--- config.mk ---
export PLATFORM = sky130hd
export DESIGN_NAME = sopc_mem_arbiter
export DESIGN_NICKNAME = d
export VERILOG_FILES = /design/src/rtl/sopc_mem_arbiter.sv
export SDC_FILE = /design/constraint.sdc
export NUM_CORES = 1
export LEC_CHECK = 0
export CAP_MARGIN = 0
export CORE_MARGIN = 2
export CORE_UTILIZATION = 45
export CTS_CLUSTER_DIAMETER = 30
export DETAILED_ROUTE_END_ITERATION = 12
export MAX_ROUTING_LAYER = met4
export PLACE_DENSITY = 0.84
export SYNTH_ARGS = -nofsm -noshare
export SYNTH_HDL_FRONTEND = slang
export SYNTH_SLANG_ARGS = --single-unit
--- constraint.sdc ---
create_clock -name clk -period 3 [get_ports clk]
set_input_delay 0.6 -clock clk [delete_from_list [all_inputs] [get_ports clk]]
set_output_delay 0.6 -clock clk [all_outputs]
set_load 0.05 [all_outputs]
--- src/rtl/sopc_mem_arbiter.sv ---
// sopc_mem_arbiter: shares one single-port synchronous RAM between the instruction-fetch
// master (I) and the load/store master (D). Accesses are serialised by an
// IDLE -> ISSUE -> WAIT -> DONE FSM. Every RAM strobe, ack and read-data output is registered.
// Optional build macro: ARB_ROUND_ROBIN_EN selects round-robin arbitration for contested
// requests. When it is not defined, D always wins a contested request.
module sopc_mem_arbiter #(
    parameter int ADDR_W  = 32,
    parameter int DATA_W  = 32,
    parameter int RAM_LAT = 1
) (
    input  logic                  clk,
    input  logic                  rst,
    input  logic                  i_req,
    input  logic [ADDR_W-1:0]     i_addr,
    output logic [DATA_W-1:0]     i_rdata,
    output logic                  i_ack,
    input  logic                  d_req,
    input  logic                  d_we,
    input  logic [ADDR_W-1:0]     d_addr,
    input  logic [DATA_W/8-1:0]   d_sel,
    input  logic [DATA_W-1:0]     d_wdata,
    output logic [DATA_W-1:0]     d_rdata,
    output logic                  d_ack,
    output logic                  ram_ce,
    output logic                  ram_we,
    output logic [ADDR_W-1:0]     ram_addr,
    output logic [DATA_W/8-1:0]   ram_sel,
    output logic [DATA_W-1:0]     ram_wdata,
    input  logic [DATA_W-1:0]     ram_rdata,
    output logic                  stall_i,
    output logic                  stall_d
);

    localparam logic [3:0] LatM1 = 4'(RAM_LAT - 1);

    typedef enum logic [1:0] {StIdle, StIssue, StWait, StDone} state_e;

    state_e     state_q, state_d;
    logic [3:0] cnt_q;
    logic       owner_d_q;  // 1: the access in flight belongs to D
    logic       start;
    logic       capture;
    logic       win_d;

`ifdef ARB_ROUND_ROBIN_EN
    logic last_d_q;  // 1: the last contested grant went to D

    // Contested requests go to whichever master lost the previous contest
    always_comb begin
        win_d = d_req & (~i_req | ~last_d_q);
    end

    // Only contested grants move the round-robin pointer
    always_ff @(posedge clk or negedge rst) begin
        if (!rst) begin
            last_d_q <= 1'b1;
        end else if (start && i_req && d_req) begin
            last_d_q <= win_d;
        end
    end
`else
    // Fixed priority: D is the older instruction and always wins
    always_comb begin
        win_d = d_req;
    end
`endif

    // State register
    always_ff @(posedge clk or negedge rst) begin
        if (!rst) begin
            state_q <= StIdle;
        end else begin
            state_q <= state_d;
        end
    end

    // Next-state logic and the one-cycle start/capture strobes
    always_comb begin
        state_d = state_q;
        start   = 1'b0;
        capture = 1'b0;
        case (state_q)
            StIdle: begin
                if (i_req || d_req) begin
                    start   = 1'b1;
                    state_d = StIssue;
                end
            end
            StIssue: state_d = StWait;
            StWait: begin
                if (cnt_q == 4'd0) begin
                    capture = 1'b1;
                    state_d = StDone;
                end
            end
            StDone:  state_d = StIdle;
            default: state_d = StIdle;
        endcase
    end

    // Latch the winning request and drive the registered RAM strobe
    always_ff @(posedge clk or negedge rst) begin
        if (!rst) begin
            owner_d_q <= 1'b0;
            ram_ce    <= 1'b0;
            ram_we    <= 1'b0;
            ram_addr  <= '0;
            ram_sel   <= '0;
            ram_wdata <= '0;
        end else begin
            ram_ce <= start;
            if (start) begin
                owner_d_q <= win_d;
                ram_addr  <= win_d ? d_addr : i_addr;
                ram_we    <= win_d & d_we;
                ram_sel   <= (win_d && d_we) ? d_sel : '1;
                ram_wdata <= win_d ? d_wdata : '0;
            end
        end
    end

    // Latency counter: loaded during ISSUE, counts down through WAIT
    always_ff @(posedge clk or negedge rst) begin
        if (!rst) begin
            cnt_q <= 4'd0;
        end else if (state_q == StIssue) begin
            cnt_q <= LatM1;
        end else if (state_q == StWait && cnt_q != 4'd0) begin
            cnt_q <= cnt_q - 4'd1;
        end
    end

    // Capture read data for the owner and pulse its ack in the DONE cycle
    always_ff @(posedge clk or negedge rst) begin
        if (!rst) begin
            i_rdata <= '0;
            d_rdata <= '0;
            i_ack   <= 1'b0;
            d_ack   <= 1'b0;
        end else begin
            i_ack <= capture & ~owner_d_q;
            d_ack <= capture & owner_d_q;
            if (capture && !ram_we) begin
                if (owner_d_q) begin
                    d_rdata <= ram_rdata;
                end else begin
                    i_rdata <= ram_rdata;
                end
            end
        end
    end

    assign stall_i = i_req & ~i_ack;
    assign stall_d = d_req & ~d_ack;

endmodule

-- After elaboration in Yosys (flattened, before gate mapping)
Cells that the tools add are included.
W data, S select, Z words.
- bitwise operators: 8
- add/subtract/negate cells: 1
- reduce and logical (&&, ||, !) cells: 12
- equality and inequality tests: 5
- muxes and demuxes: 12
- operators with widths (cell ; count):
    $mux W32 ; 2
    $mux W4 ; 3
    $pmux W2 S4 ; 1
    $reduce_and A2 Y1 ; 3
    $and A1 B1 Y1 ; 5
    $eq A2 B2 Y1 const B ; 2
    $logic_not A4 Y1 ; 1
    $mux W1 ; 4
    $mux W2 ; 2
    $ne A2 B2 Y1 const B ; 2
    $reduce_bool A4 Y1 ; 1
    $sub A4 B1 Y4 const B ; 1
    $logic_and A1 B1 Y1 ; 3
    $not A1 Y1 ; 3
    $eq A2 B1 Y1 const B ; 1
    $logic_not A2 Y1 ; 1
    $reduce_bool A2 Y1 ; 1
    $logic_not A1 Y1 ; 1
    $logic_or A1 B1 Y1 ; 1
- bits of input ports: 137
- logic and storage cells: 50
- register bits after elaboration: 143

-- Longest topological paths before layout
Gate-level depths: netlist of run 1.
- word-level depth: 5
- depth in mapped cells: 8

-- Least setup slack after synthesis of run 1
No wires, ideal clock.
- kind: input-to-output
- from: input d_req
- to: output stall_d
- data arrival time: 1921 ps
- path slack: 479 ps
- stages: 3
- buffers on the path: 2
- path through: clkbuf_1 -> clkbuf_1 -> nor2b_1
- word-level cells in the longest chain between the ends: 1
- RTL lines (what ; RTL line ; source):
    start, declared ; 17 ; input logic d_req,
    $and A1 B1 Y1 ; 154 ; assign stall_d = d_req & ~d_ack;
    end, declared ; 31 ; output logic stall_d
Every way passes these cells.

-- Final worst setup path of run 1
Ends and elaborated chain as after synthesis.

==> flow_results.org, run 1 <==
** Run status
- The run finished with clean final reports.

** Yosys
- In this run, synthesis produced a sequential element count of 143.
- Share of flip-flops with an asynchronous set or reset after synthesis :: 1.000
- Number of flops mapped to enable cells by yosys :: 0
- Each instance of the synthesized netlist takes up on average 12.47 µm².
- Number of warning messages in the yosys log :: 0
- Sequential cell area fraction in the yosys report :: 0.6016
- The number of nets in the synthesized netlist is 620.
- In this run, distinct cell masters in the synthesized netlist total 32.
- The cell count after synthesis came out at 477.
- In the synthesized netlist the dominant register cell turns out to be dfrtp_1.
- In this run the cell area of the synthesized design comes to 5948 µm².

** Worst setup path
- Data arrives at the worst endpoint at 1.82 ns.
- The worst setup path is captured at an output port.
- The worst setup path is of the in2out kind.
- Crit path required time :: 2.40 ns
- Measured in cells, the most critical reg-to-reg path has a length of 6.
- STA classifies the critical path startpoint as an input pin.
- Of all nets on the critical path, the largest fanout is 10.

** Job
- Count of max-cap constraint violations :: 0

** CTS
- Post-cts repair resize count :: 0
- CTS H-tree lvls :: 4
- Counting along the longest clock path gives a buffer depth of 2.
- Clock sinks :: 143
- Clock latency on the worst-skew pair, taken at its later pin, is 0.41 ns.
- TritonCTS created 17 clock buffers.
- Number of buffers inserted by post-CTS setup repair :: 0
- Clock root cell :: clkbuf_16
- In this run, post-CTS hold repair placed 0 buffers.
- Clock-pin slew was measured on the worst setup and hold paths at 0.06 ns.
- CTS tree :: yes

** Route
- In this run the remaining antenna-violating nets after routing total 0.
- For this block, the initial DRC count from the detailed router was 273.
- The detailed router placed 4644 vias in this run.
- Wire length after detailed routing :: 15950 µm
- Iteration count of the initial detailed-routing pass :: 4
- In the final routed layout, each cell accounts on average for 17.04 µm.
- Top Layer Used :: met4
- Wire segments on met2 add up to 7835 µm in the final route.
- Routed wl met3 :: 1272 µm
- Vias per cell :: 4.962
- The detailed router put a total of 6283 µm of wire on met1.
- After detailed routing, the number of remaining DRC violations is 0.

** Floorplanning
- During I/O placement, the number of pins put on the boundary was 275.
- Full die area :: 14150 µm²
- Row generation in the floorplan step produced 42 rows.
- Height of the die :: 119.0 µm
- Die X-Extent :: 119.0 µm
- For this configuration, the core starts out at a cell density of 0.4546.
- Area of the placeable core :: 13090 µm²

** Power and ir drop
- Summed over all nets, the switching power comes to 6.112 mW.
- Clock network fraction of total power :: 0.163
- Across the VDD grid, the largest voltage drop is 0.6261 mV.
- Of the total power, registers draw 0.265.
- Leak :: 4.287 nW
- Of the total power, the share spent switching nets is 0.4696.
- Power per unit of standard cell area :: 1384 nW/µm²
- The internal portion of the total power is 6.905 mW.
- Combinational cell fraction of total power :: 0.572

** Placed design
- Routability-driven placement congestion ratio :: 0.8157
- The count of buffers added on input and output ports is 274.
- Once detailed placement completed, the half-perimeter wirelength came to 11800 µm.
- After detailed placement, the design holds a cell count of 904.

** Layout
- Sequential Area :: 3578 µm²
- Area growth from synthesis to layout :: 58.14%
- Most frequent standard cell in the layout excluding fill and tap cells :: clkdlybuf4s50_1
- After filler insertion, the fill cell instance count of the layout stands at 868.
- 0 antenna diodes ended up in the layout.
- Share of post-route cells with drive strength above 1 :: 0.1461
- In the final design database the tool counted 890 nets.
- Post-layout utilization of the core :: 0.7189
- The top cell types in the final layout, fill and taps aside, are clkdlybuf4s50_1, dfrtp_1, nand2_1.
- The multi-input combinational cells in the finished layout cover a total of 2172 µm².
- Non-filler cells, final :: 936

** Global routing
- Number of antenna violations at the first check in global routing :: 0
- Wire length of the first global-routing pass :: 25070 µm
- The total overflow left after global routing is 0.
- For this run, the total global-route usage over all layers was measured as 0.2374.
- The via count of the first global-routing pass is 4734.
- Maximum number of pins on one net before global-route repair :: 71

** Timing
- Unrepaired setup endpoints after global routing :: no
- For this run, the top clock speed supported by timing is 0.4135 GHz.
- Final count of hold timing violations :: 0
- The number of pins with negative max-slew slack in the final report is 0.
- Setup skew after layout :: 0.005285 ns
- Slew at the pin closest to its max-slew limit :: 0.8059 ns
- Setup violations remaining at the end of the flow were counted as 0.
- The worst pin sits at a relative slew slack of 0.4607.
- Dividing the final minimum period by the clock period gives 0.8060.
- The smallest clock period supported by the final layout is computed as 2.418 ns.
- Setup TNS Final :: 0 ns

** Min path
- The worst hold path belongs to the class in2async.
[through the flow]
stage / total power [mW] / area [µm²] / hold WS (ns) / worst slack, ns
floorplan: 8.353 / 5948 / 0.3044 / 0.4788
global placement: 10.74 / 8807 / 0.4504 / 0.5775
detailed placement: 10.94 / 8807 / 0.4551 / 0.5621
CTS: 13.11 / 9407 / 0.1899 / 0.5845
global route: 13.56 / 9407 / 0.2301 / 0.5323
finish: 13.02 / 9407 / 0.1791 / 0.5819
[cell families after synthesis]
family | after synthesis | synth area share
AND/OR/NAND/NOR | 148 | 0.1077
flip-flops | 143 | 0.6016
multiplexers | 98 | 0.1975
AO/OA/AOI/OAI | 46 | 0.04522
buffers and inverters | 36 | 0.03534
adder cells (fa/ha/maj) | 6 | 0.01262
[power groups by stage]
stage / registers, mW / clock network [mW] / logic (mW)
after detailed placement: 3.47 / 0 / 7.46
final: 3.45 / 2.13 / 7.44
after global routing: 3.56 / 2.24 / 7.76
after CTS: 3.45 / 2.17 / 7.49
after floorplan: 6.65 / 0 / 1.70
after global placement: 3.40 / 0 / 7.34
[critical path, stage by stage]
cell and delay (ns):
buf_2 0.24, nor2b_1 0.16, clkdlybuf4s50_1 0.81
[cells in the mapped netlist, drive strengths merged, types with 2 or more instances]
master,number,area [µm²]
mux2i,33,330.3
o21ai,33,165.2
nand2,101,379.1
buf,14,127.6
nand3,33,165.2
dfrtp,143,3578
ha,6,75.07
inv,6,22.52
nor2,4,15.01
o22a,4,35.03
clkbuf,16,60.06
mux2,65,844.6
nor2b,2,12.51
a21oi,3,15.01
[flip-flops by register name, summed over array words and instances, names as in the netlist]
signal,count
d_rdata,32
i_rdata,32
ram_addr,32
ram_wdata,32
cnt_q,4
ram_sel,4
state_q,2
d_ack,1
i_ack,1
owner_d_q,1
ram_ce,1
ram_we,1
[layer usage]
metal | global-route usage | vias up
li1 | - | 2162
met1 | 0.2817 | 2191
met2 | 0.3714 | 249
met3 | 0.07471 | 42
met4 | 0.1094 | 0
met5 | - | -
[worst paths after layout]
kind	startpoint	endpoint	slack, ns
worst max-delay path	d_req	stall_d	0.58
worst min-delay path	rst	i_rdata[5]	0.18
worst max register to register	state_q[0]	i_rdata[3]	0.66
worst min register to register	ram_wdata[1]	ram_wdata[1]	0.46
max in group asynchronous	rst	ram_addr[25]	2.06
min in group clk	ram_wdata[1]	ram_wdata[1]	0.46
[cell type report]
class | count | area share
flip-flops and latches | 143 | 0.3804
repair buffers | 281 | 0.2991
multi-input cells | 298 | 0.2309
clock buffers | 21 | 0.04895
well taps | 176 | 0.02341
clock inverters | 11 | 0.01476
inverters | 6 | 0.002394
Power figures use the tool's default switching activity.
==> run 2: changes to the inputs <==
--- a/config.mk
+++ b/config.mk
@@ -7,11 +7,11 @@
 export LEC_CHECK = 0
 export CAP_MARGIN = 0
 export CORE_MARGIN = 2
-export CORE_UTILIZATION = 45
+export CORE_UTILIZATION = 37
 export CTS_CLUSTER_DIAMETER = 30
 export DETAILED_ROUTE_END_ITERATION = 12
 export MAX_ROUTING_LAYER = met4
-export PLACE_DENSITY = 0.84
+export PLACE_DENSITY = 0.74
 export SYNTH_ARGS = -nofsm -noshare
 export SYNTH_HDL_FRONTEND = slang
 export SYNTH_SLANG_ARGS = --single-unit
==> constraint.sdc (replaced) <==
create_clock -name clk -period 2.15 [get_ports clk]
set_input_delay 0.43 -clock clk [delete_from_list [all_inputs] [get_ports clk]]
set_output_delay 0.43 -clock clk [all_outputs]
set_load 0.05 [all_outputs]
==> run 2 against run 1 <==
Against the previous run:
- wire length shrank 0.61%
- flip-flop and latch count is the same
- clock power up 35%
- cell count grew 4.6%
- sequential share of layout area decreased by 0.55 points
- clock-buffer cell count decreased by 2
- die area up 21%
- non-clock buffer count increased by 4
- largest power group unchanged
- hold slack improved by 0.23 ns
- via count about the same
==> flow_results.org, run 2 (synthesis gave the netlist of run 1 again) <==
** Global routing
- All-layer global routing usage :: 0.1926 (-0.04488)
- Residual overflow from global routing :: 0 (unchanged)
- Number of global-route vias before repair :: 4815 (+1.7%)
- The first-pass GRT wire length was 24340 µm (-2.9%).
- Maximum number of pins on one net before global-route repair :: 67 (-5.6%)
- Number of antenna violations at the first check in global routing :: 0 (unchanged)

** Route
- Vias per cell :: 4.740 (-4.5%)
- Routed vias :: 4640 (-0.086%)
- Wire length after detailed routing :: 15860 µm (-0.61%)
- Post-DR wirelength/cell :: 16.20 µm (-5.0%)
- Iteration count of the initial detailed-routing pass :: 4 (unchanged)
- The count of routing violations after the opening detailed-route iteration was 168 (-38%).
- The number of remaining DRC errors is 0 (unchanged).
- The count of antenna-violating nets left after detailed routing came to 0 (unchanged).

** Power and ir drop
- Maximum vdd drop :: 0.8838 mV (+41%)
- The leakage power total was 4.321 nW (+0.79%).
- Overall power of the completed layout :: 18.09 mW (+39%)
- The total power density per cell area was 1895 nW/µm² (+37%).

** Min path
- The path class of the tightest hold or removal check is in2reg.
- Hold Crit Endpoint :: owner_d_q
- Min-Delay Startpoint :: d_req
- Hold Crit Depth :: 2

** Layout
- The share of the core filled with cells was 0.6052 (-0.1137).
- Leaving out fill and tap cells, the most frequent cell in the layout is clkdlybuf4s50_1.
- Final nets :: 894 (+0.45%)
- Area growth from synthesis to layout :: 60.45%
- The count of antenna diodes in the layout was 0 (unchanged).
- Non-filler cells, final :: 979 (+4.6%)
- The design area is 9544 µm² (+1.5%).
- Share of post-route cells with drive strength above 1 :: 0.1520 (+0.005979)
- In the layout the commonest cells are clkdlybuf4s50_1, dfrtp_1, nand2_1.

** CTS
- The insertion delay of the later-clocked pin in the worst-skew pair came to 0.41 ns (about the same).
- Clock sinks :: 143 (unchanged)
- The number of buffers added for setup after CTS was 0 (unchanged).
- Clock-pin slew on the worst setup and hold paths :: 0.06 ns (about the same)
- The depth of the CTS H-tree is 4 (unchanged).
- TritonCTS built the clock tree.
- The maximum root-to-sink buffer count is 2 (unchanged).
- Inserted Clock Buffers :: 17 (unchanged)
- The root buffer cell chosen for the clock tree is clkbuf_16.
- Post-cts repair resize count :: 0 (unchanged)

** Timing
- Unrepaired setup endpoints after global routing :: no
- Crit share post-route :: 0.9515
- Setup Viol. Count Final :: 0 (unchanged)
- The clock skew was 0.007008 ns (+0.001723 ns).
- FMAX :: 0.4888 GHz
- The number of pins with negative max-slew slack in the final report was 0 (unchanged).
- Post-route setup slack :: 0.1043 ns (-0.4775 ns)
- Counting I/O delays and the setup requirement, the final critical path takes 2.046 ns.
- The worst-margin pin slew came to 0.5633 ns (-0.2426 ns).
- Headroom to the max-slew limit :: 0.6233 (+0.1626)
- The aggregate negative setup slack was 0 ns (unchanged).
- The worst hold margin was 0.4063 ns (+0.2272 ns).
- Final count of hold timing violations :: 0 (unchanged)

** Worst setup path
- The worst setup path is of the reg2out kind.
- The signal on the critical path passes through clkdlybuf4s50_1.
- Critical path arrival :: 1.62 ns (-0.20 ns)
- Kind of end point of the critical path :: output port
- Setup slack on the worst flop-to-flop path :: 0.13 ns (-0.53 ns)
- Crit path required time :: 1.72 ns (-0.68 ns)
- The worst register-to-register path begins at cnt_q[0].
- Count of buffering cells on the critical path with inverters included :: 1 (-1)
- Reg2reg path depth :: 6 (unchanged)
- Longest individual stage delay on the worst path :: 0.83 ns (+0.02 ns)
- STA classifies the critical path startpoint as a flop.
- Slowest cell on the critical path :: clkdlybuf4s50_1
- The peak fanout along the critical path is 4 (-6).
- Broken down by cell family, the worst path's largest delay share belongs to buffers and inverters.
- In this run the critical register-to-register path is captured at i_rdata[7].

** Placed design
- Final HPWL DP :: 11860 µm (+0.52%)
- Routability-driven placement congestion ratio :: 0.7777 (-4.7%)
- The count of buffers from port buffering came to 274 (unchanged).
- The post-placement setup slack came to 0.1409 ns (-0.4212 ns).
- Placement Cell Area :: 8955 µm² (+1.7%)
- Placed cell count :: 947 (+4.8%)

** Floorplanning
- The count of standard-cell rows is 46 (+9.5%).
- Full die area :: 17110 µm² (+21%)
- The initial core utilization came to 0.3772 (-0.07740).
- The die span in x is 130.8 µm (+9.9%).
- The die height was 130.8 µm (+9.9%).
- The top-level port count came to 275 (unchanged).
- Area of the placeable core :: 15770 µm² (+21%)

** Run status
- The flow ran to the end, and the final reports show no timing, DRC or antenna violations.

** Job
- Count of max-cap constraint violations :: 0 (unchanged)
-- run 2: changes by cell type in the layout (fill, tap and decap cells not counted) --
cell,change
clkinvlp_4,+1
buf_4,-2
nor2b_2,+1
clkinv_4,+2
clkinv_2,-3
dlygate4sd3_1,+1
clkbuf_8,-1
clkdlybuf4s50_1,-1
clkbuf_1,-1
bufinv_16,-1
buf_12,+6
nor2b_1,-1
inv_6,+2
-- run 2: repair_timing --
item / in CTS / in global routing
endpoints found under the hold margin: 39 / 0
setup endpoints to repair: 0 / 0
hold buffers: 1 / 0
-- run 2: per-layer routing --
metal  GRT usage  share of wire  up-vias
met5           -              0        -
met2      0.3211           0.50      198
li1            -              -     2183
met3     0.04967          0.071       23
met1      0.2259           0.41     2236
met4     0.07071          0.016        0
-- run 2: final cells by class --
cell class,count,area [µm²]
Clock buffer,19,442.9
Clock inverter,12,136.4
Fill cell,1268,6226
Inverter,6,22.52
Multi-Input combinational cell,298,2175
Sequential cell,143,3578
Tap cell,216,270.3
Timing Repair Buffer,285,2919
-- run 2: worst max-delay path by stage --
stage               cells after the start          end  startpoint  slack (ns)
floorplan                               3      stall_d       d_req        0.19
global placement                        6   i_rdata[6]    cnt_q[0]        0.23
detailed placement                      6   i_rdata[5]    cnt_q[0]        0.14
CTS                                     1       ram_we      ram_we        0.08
global route                            6  i_rdata[25]    cnt_q[0]        0.04
finish                                  1       ram_we      ram_we        0.10
-- run 2: power by group --
part | switching [mW] | internal [mW]
clock | 1.13 | 1.74
sequential | 0.729 | 4.04
combinational | 6.64 | 3.80
